## src/rtl/cpu_pkg.sv

```systemverilog
// Shared definitions for the multi-cycle CPU: opcodes, FSM states, ALU selects
// and instruction field positions.
package cpu_pkg;

  localparam logic [7:0] OP_LOADI = 8'd0;
  localparam logic [7:0] OP_MOV   = 8'd1;
  localparam logic [7:0] OP_ADD   = 8'd2;
  localparam logic [7:0] OP_SUB   = 8'd3;
  localparam logic [7:0] OP_AND   = 8'd4;
  localparam logic [7:0] OP_OR    = 8'd5;
  localparam logic [7:0] OP_J     = 8'd6;
  localparam logic [7:0] OP_BEQ   = 8'd7;
  localparam logic [7:0] OP_BNE   = 8'd8;
  localparam logic [7:0] OP_LWD   = 8'd9;
  localparam logic [7:0] OP_LWI   = 8'd10;
  localparam logic [7:0] OP_SWD   = 8'd11;
  localparam logic [7:0] OP_SWI   = 8'd12;
  localparam logic [7:0] OP_SLL   = 8'd13;
  localparam logic [7:0] OP_SRL   = 8'd14;

  typedef enum logic [1:0] {S_FETCH, S_EXEC, S_MEM, S_WB} state_t;

  typedef enum logic [2:0] {
    ALU_FWD, ALU_ADD, ALU_SUB, ALU_AND, ALU_OR, ALU_SLL, ALU_SRL
  } alu_sel_t;

  localparam int OPC_LSB  = 24;
  localparam int DST_LSB  = 16;
  localparam int SRC1_LSB = 8;
  localparam int SRC2_LSB = 0;

endpackage

```

## src/rtl/cpu_multicycle_alu.sv

```systemverilog
// Parametrised ALU: forward, add, sub, and, or, logical shifts; ZERO flags a
// zero result for branch compares.
module alu_param
  import cpu_pkg::*;
#(
  parameter int DATA_W = 8
) (
  input  logic [DATA_W-1:0] a,
  input  logic [DATA_W-1:0] b,
  input  alu_sel_t          sel,
  input  logic [7:0]        shamt,
  output logic [DATA_W-1:0] result,
  output logic              zero
);

  logic shift_oor;
  assign shift_oor = int'(shamt) >= DATA_W;

  always_comb begin
    result = b;
    case (sel)
      ALU_FWD: result = b;
      ALU_ADD: result = a + b;
      ALU_SUB: result = a + ~b + DATA_W'(1);
      ALU_AND: result = a & b;
      ALU_OR:  result = a | b;
      ALU_SLL: result = shift_oor ? '0 : a << shamt;
      ALU_SRL: result = shift_oor ? '0 : a >> shamt;
      default: result = b;
    endcase
  end

  assign zero = (result == '0);

endmodule

```

## src/rtl/cpu_multicycle.sv

```systemverilog
// Multi-cycle CPU core: FETCH/EXEC/MEM/WB sequencing with busywait stalls on
// both instruction and data memory.
module cpu_multicycle
  import cpu_pkg::*;
#(
  parameter int DATA_W = 8,
  parameter int NREGS  = 8,
  parameter int ADDR_W = 8
) (
  input  logic              CLK,
  input  logic              RESET,
  output logic [31:0]       PC,
  input  logic [31:0]       INSTRUCTION,
  input  logic              INSTR_BUSYWAIT,
  output logic              MEM_READ,
  output logic              MEM_WRITE,
  output logic [ADDR_W-1:0] MEM_ADDR,
  output logic [DATA_W-1:0] MEM_WRITEDATA,
  input  logic [DATA_W-1:0] MEM_READDATA,
  input  logic              MEM_BUSYWAIT
);

  localparam int IDX_W = $clog2(NREGS);

  state_t            state, state_n;
  logic [31:0]       ir, pc_n, pc4, br_target;
  logic [DATA_W-1:0] regs [NREGS];
  logic [ADDR_W-1:0] addr_q, addr_n;
  logic [DATA_W-1:0] wdata_q, rdata_q;

  logic [7:0]        opc, imm, offset;
  logic [IDX_W-1:0]  dst, src1, src2;
  logic [DATA_W-1:0] rs1, rs2, simm, op_b, alu_res, wr_data;
  alu_sel_t          alu_sel;
  logic              alu_zero, wr_en, is_load, is_store;
  logic              unused_src1_hi;

  assign opc            = ir[OPC_LSB +: 8];
  assign offset         = ir[DST_LSB +: 8];
  assign imm            = ir[SRC2_LSB +: 8];
  assign dst            = ir[DST_LSB +: IDX_W];
  assign src1           = ir[SRC1_LSB +: IDX_W];
  assign src2           = ir[SRC2_LSB +: IDX_W];
  assign unused_src1_hi = ^ir[SRC1_LSB +: 8];

  assign rs1       = regs[src1];
  assign rs2       = regs[src2];
  assign simm      = DATA_W'($signed(imm));
  assign pc4       = PC + 32'd4;
  assign br_target = pc4 + (32'($signed(offset)) << 2);
  assign is_load   = (opc == OP_LWD) || (opc == OP_LWI);
  assign is_store  = (opc == OP_SWD) || (opc == OP_SWI);
  assign addr_n    = ((opc == OP_LWD) || (opc == OP_SWD)) ? ADDR_W'(rs2) : ADDR_W'(imm);

  // Operand selection depends only on IR, so it stays apart from the control
  // block that consumes the ALU ZERO flag.
  always_comb begin
    alu_sel = ALU_FWD;
    op_b    = rs2;
    case (opc)
      OP_LOADI:                op_b    = simm;
      OP_ADD:                  alu_sel = ALU_ADD;
      OP_SUB, OP_BEQ, OP_BNE:  alu_sel = ALU_SUB;
      OP_AND:                  alu_sel = ALU_AND;
      OP_OR:                   alu_sel = ALU_OR;
      OP_SLL:                  alu_sel = ALU_SLL;
      OP_SRL:                  alu_sel = ALU_SRL;
      default:                 alu_sel = ALU_FWD;
    endcase
  end

  alu_param #(.DATA_W(DATA_W)) u_alu (
    .a      (rs1),
    .b      (op_b),
    .sel    (alu_sel),
    .shamt  (imm),
    .result (alu_res),
    .zero   (alu_zero)
  );

  always_comb begin
    state_n = state;
    pc_n    = PC;
    wr_en   = 1'b0;
    wr_data = alu_res;
    case (state)
      S_FETCH: if (!INSTR_BUSYWAIT) state_n = S_EXEC;
      S_EXEC: begin
        state_n = S_FETCH;
        pc_n    = pc4;
        case (opc)
          OP_LOADI, OP_MOV, OP_ADD, OP_SUB,
          OP_AND, OP_OR, OP_SLL, OP_SRL:    wr_en = 1'b1;
          OP_J:                             pc_n  = br_target;
          OP_BEQ: if (alu_zero)             pc_n  = br_target;
          OP_BNE: if (!alu_zero)            pc_n  = br_target;
          OP_LWD, OP_LWI, OP_SWD, OP_SWI: begin
            state_n = S_MEM;
            pc_n    = PC;
          end
          default: ;
        endcase
      end
      S_MEM: begin
        if (!MEM_BUSYWAIT) begin
          if (is_load) begin
            state_n = S_WB;
          end else begin
            state_n = S_FETCH;
            pc_n    = pc4;
          end
        end
      end
      S_WB: begin
        state_n = S_FETCH;
        pc_n    = pc4;
        wr_en   = 1'b1;
        wr_data = rdata_q;
      end
      default: state_n = S_FETCH;
    endcase
  end

  always_ff @(posedge CLK) begin
    if (RESET) state <= S_FETCH;
    else       state <= state_n;
  end

  always_ff @(posedge CLK) begin
    if (RESET) begin
      PC      <= '0;
      ir      <= '0;
      addr_q  <= '0;
      wdata_q <= '0;
      rdata_q <= '0;
      for (int unsigned i = 0; i < NREGS; i++) regs[i] <= '0;
    end else begin
      PC <= pc_n;
      if (state == S_FETCH && !INSTR_BUSYWAIT) ir <= INSTRUCTION;
      if (state == S_EXEC) begin
        addr_q  <= addr_n;
        wdata_q <= rs1;
      end
      if (state == S_MEM && !MEM_BUSYWAIT) rdata_q <= MEM_READDATA;
      if (wr_en) regs[dst] <= wr_data;
    end
  end

  assign MEM_READ      = (state == S_MEM) && is_load;
  assign MEM_WRITE     = (state == S_MEM) && is_store;
  assign MEM_ADDR      = (state == S_MEM) ? addr_q : '0;
  assign MEM_WRITEDATA = MEM_WRITE ? wdata_q : '0;

endmodule

```

## config.mk

```make
export PLATFORM = sky130hd
export DESIGN_NAME = cpu_multicycle
export DESIGN_NICKNAME = d
export VERILOG_FILES = /design/src/rtl/cpu_pkg.sv /design/src/rtl/cpu_multicycle_alu.sv /design/src/rtl/cpu_multicycle.sv
export SDC_FILE = /design/constraint.sdc
export NUM_CORES = 1
export LEC_CHECK = 0
export CORE_UTILIZATION = 50
export CTS_BUF_LIST = sky130_fd_sc_hd__clkbuf_2 sky130_fd_sc_hd__clkbuf_4 sky130_fd_sc_hd__clkbuf_8
export CTS_CLUSTER_SIZE = 30
export DETAILED_ROUTE_END_ITERATION = 8
export GPL_ROUTABILITY_DRIVEN = 0
export PLACE_DENSITY = 0.8
export SLEW_MARGIN = 20
export SYNTH_ARGS = -nofsm -noshare
export SYNTH_HDL_FRONTEND = slang
export SYNTH_SLANG_ARGS = --single-unit
```

## constraint.sdc

```tcl
create_clock -name CLK -period 13.02 [get_ports CLK]
set_clock_uncertainty 0.15 [all_clocks]
set_input_delay 3.906 -clock CLK [delete_from_list [all_inputs] [get_ports CLK]]
set_output_delay 3.906 -clock CLK [all_outputs]
set_load 0.05 [all_outputs]
```

==> results_dict.tcl <==
set metrics [dict create \
    cts_buffers 17 \
    nets 1461 \
    setup_ws_ns 5.489 \
    dp_cells 1622 \
    status "finished clean" \
    leakage_nw 4.773 \
    ctsHoldBuffers 0 \
    grt_pass1_wl_um 51580 \
    rows 54 \
    drt_iter0_drc 1090 \
    whs_endpoint "addr_q[0]" \
    dieArea_mm2 0.02295 \
    fin_crit_sh_pct 57.84 \
    ys_warn_count 0 \
    route.vias.total 10580 \
    drc 0 \
    crit_type "reg -> out" \
    cts_max_level 4 \
    grt_pass1_vias 9988 \
    die_h_um 151.5 \
    postPlaceCellArea_mm2 0.01215 \
    fmax_ghz 0.1328 \
    hold_class "reg -> reg" \
    worstReg2RegEnd "PC[30]" \
    vdd_drop_max_uv 76.60 \
    cts_root_buf "clkbuf_8" \
    synth_edf_count 64 \
    grt_overflow_total 0 \
    finalSetupTns_ns 0 \
    antenna_found_initial 0 \
    grt_start_max_net_pins 55 \
    antenna_left 0 \
    clk_latency_ns 0.48 \
    start_util_pct 51.03 \
    syn_to_final_growth_pct 12.24 \
    synth_seq_area_share_pct 33.15 \
    period_needed_ns 7.531 \
    finalHoldViolCount 0 \
    maxCapViolations 0 \
    async_reset_ff_share_pct 0 \
    wirelength_um 32860 \
    drive_above_1_share_pct 6.987 \
    final_cells 1654 \
    final_util_pct 57.28 \
    ctsResizeCount 0 \
    whs_path_depth 2 \
    design_area_mm2 0.01254 \
    drt_pass1_iterations 6 \
    netlist_instances 1320 \
    drt-vias-per-instance 6.398 \
    portBuffers 86 \
    post-place-ws_ns 5.776 \
    power_density_mw_per_mm2 101.1 \
    io-pin-count 94 \
    tightest_slew_ns 1.102 \
    wl_per_cell_um 19.87 \
    maxSlewViolCount 0 \
    cts_tree "yes" \
    r2r_slack_ns 5.90 \
    cts.reportedPaths.clkPinSlew_ns 0.09 \
    n_fill_cell 1957 \
    min_from "addr_q[0]" \
    end_kind "primary output" \
    relSlewSlack_pct 25.95 \
    dpl.hpwl_um 23840 \
    r2r_start "ir[25]" \
    clk_path_buf_depth 2 \
    core_mm2 0.02189 \
    synth_seq_cells 153 \
    setup_viol 0 \
    synth.distinct_cells 76 \
    fp.dieW_um 151.5 \
    post-cts-setup-buffers 0 \
    clock-sinks 153 \
    rsz0062_at_grt "no" \
    track_usage_pct 29.24 \
    crit_path_max_fanout 24 \
    crit_arrival_ns 3.47 \
    synth_ff_type "dfxtp_1" \
    required_ns 8.96 \
    n_antenna_cell 0 \
    netlist_area_mm2 0.01117 \
    syn_avg_cell_area_um2 8.464 \
    crit_path_start_kind "flip-flop" \
    r2r_cells 18 \
]
cells in the final DEF (no fill, tap or decap), types with 10 or more instances in the layout:
cell and instances:
ha_1 53, nor2_1 166, nand4_1 20, o21ai_0 45, a22oi_1 17, and2_1 21
nor3_1 20, nand3_1 46, a211oi_1 22, buf_4 15, edfxtp_1 64, dfxtp_1 89
mux2_2 10, inv_1 43, clkdlybuf4s50_1 85, a21o_1 14, nor2b_1 12, nand2_1 151
nand2b_1 11, clkbuf_8 17, o211ai_1 15, xor2_1 17, a21oi_1 98, xnor2_1 44
and3_1 13, mux2i_1 66, mux4_2 20, a31oi_1 14, o21bai_1 11
report_power, final:
group          internal, W  switching [W]
sequential        0.000518      0.0000236
combinational     0.000130       0.000230
clock             0.000158       0.000209
total             0.000806       0.000462
state kept, by name (all words and copies together), names as in the netlist, named ones only:
name     count
PC          30
addr_q       8
ir          27
rdata_q      8
regs        64
state        2
wdata_q      8
through the flow:
stage          hold slack, ns  power (W)
2_1_floorplan          0.2773  0.0007993
6_report               0.3093   0.001267
4_1_cts                0.3111   0.001258
3_5_place_dp           0.2904  0.0008995
5_1_grt                0.3345   0.001316
3_3_place_gp           0.2861  0.0008887
synthesized netlist by cell type, types with 22 or more instances:
library cell | n | share of area, %
a211oi_1 | 22 | 1.5
o21ai_0 | 45 | 2.0
a21oi_1 | 98 | 4.4
xnor2_1 | 44 | 3.4
mux2i_1 | 66 | 5.9
edfxtp_1 | 64 | 17
nand3_1 | 46 | 2.1
dfxtp_1 | 89 | 16
nor2_1 | 167 | 5.6
nand2_1 | 151 | 5.1
clkbuf_1 | 66 | 2.2
inv_1 | 43 | 1.4
ha_1 | 53 | 5.9
cell families after synthesis:
group           count (synthesis)  synth area share [%]
fa+ha+maj                      57                 6.563
simple gates                  507                 20.91
buf+inv                       125                 4.681
mux                           100                 11.39
xor+xnor                       61                 4.782
other cells                     1               0.03357
compound gates                316                 18.49
flops                         153                 33.15
worst max-delay path by stage:
stage | to | start | slack [ns] | cells after the start
final | MEM_WRITEDATA[1] | ir[25] | 5.49 | 6
after floorplan | MEM_WRITEDATA[0] | ir[27] | 5.77 | 6
after CTS | MEM_WRITEDATA[1] | ir[25] | 5.49 | 6
after global routing | MEM_WRITEDATA[1] | ir[25] | 5.22 | 6
after global placement | regs[4][0] | RESET | 5.85 | 6
after detailed placement | regs[4][0] | RESET | 5.78 | 6
critical path, stage by stage (launching register included):
cell and delay [ns]:
dfxtp_1 0.82, nor2b_1 0.21, buf_4 0.20, a21oi_1 0.08, nor3_1 0.64, and2_1 0.25, clkdlybuf4s50_1 0.81
routing by layer:
layer	vias up	global-route usage, %	share of wire (%)
li1	4900	-	-
met1	4938	36.90	39
met2	625	47.15	46
met3	119	5.539	9.4
met4	0	15.90	5.0
met5	-	0	0
layout make-up:
cell class / instances / area, µm² / area share, %
clock buffers: 18 / 241.5 / 1.926
clock inverters: 14 / 136.4 / 1.088
inverters: 45 / 168.9 / 1.347
multi-input cells: 1043 / 6970 / 55.59
flip-flops and latches: 153 / 3704 / 29.54
well taps: 280 / 350.3 / 2.794
repair buffers: 101 / 968.4 / 7.723
(Power assumes the default switching activity.)
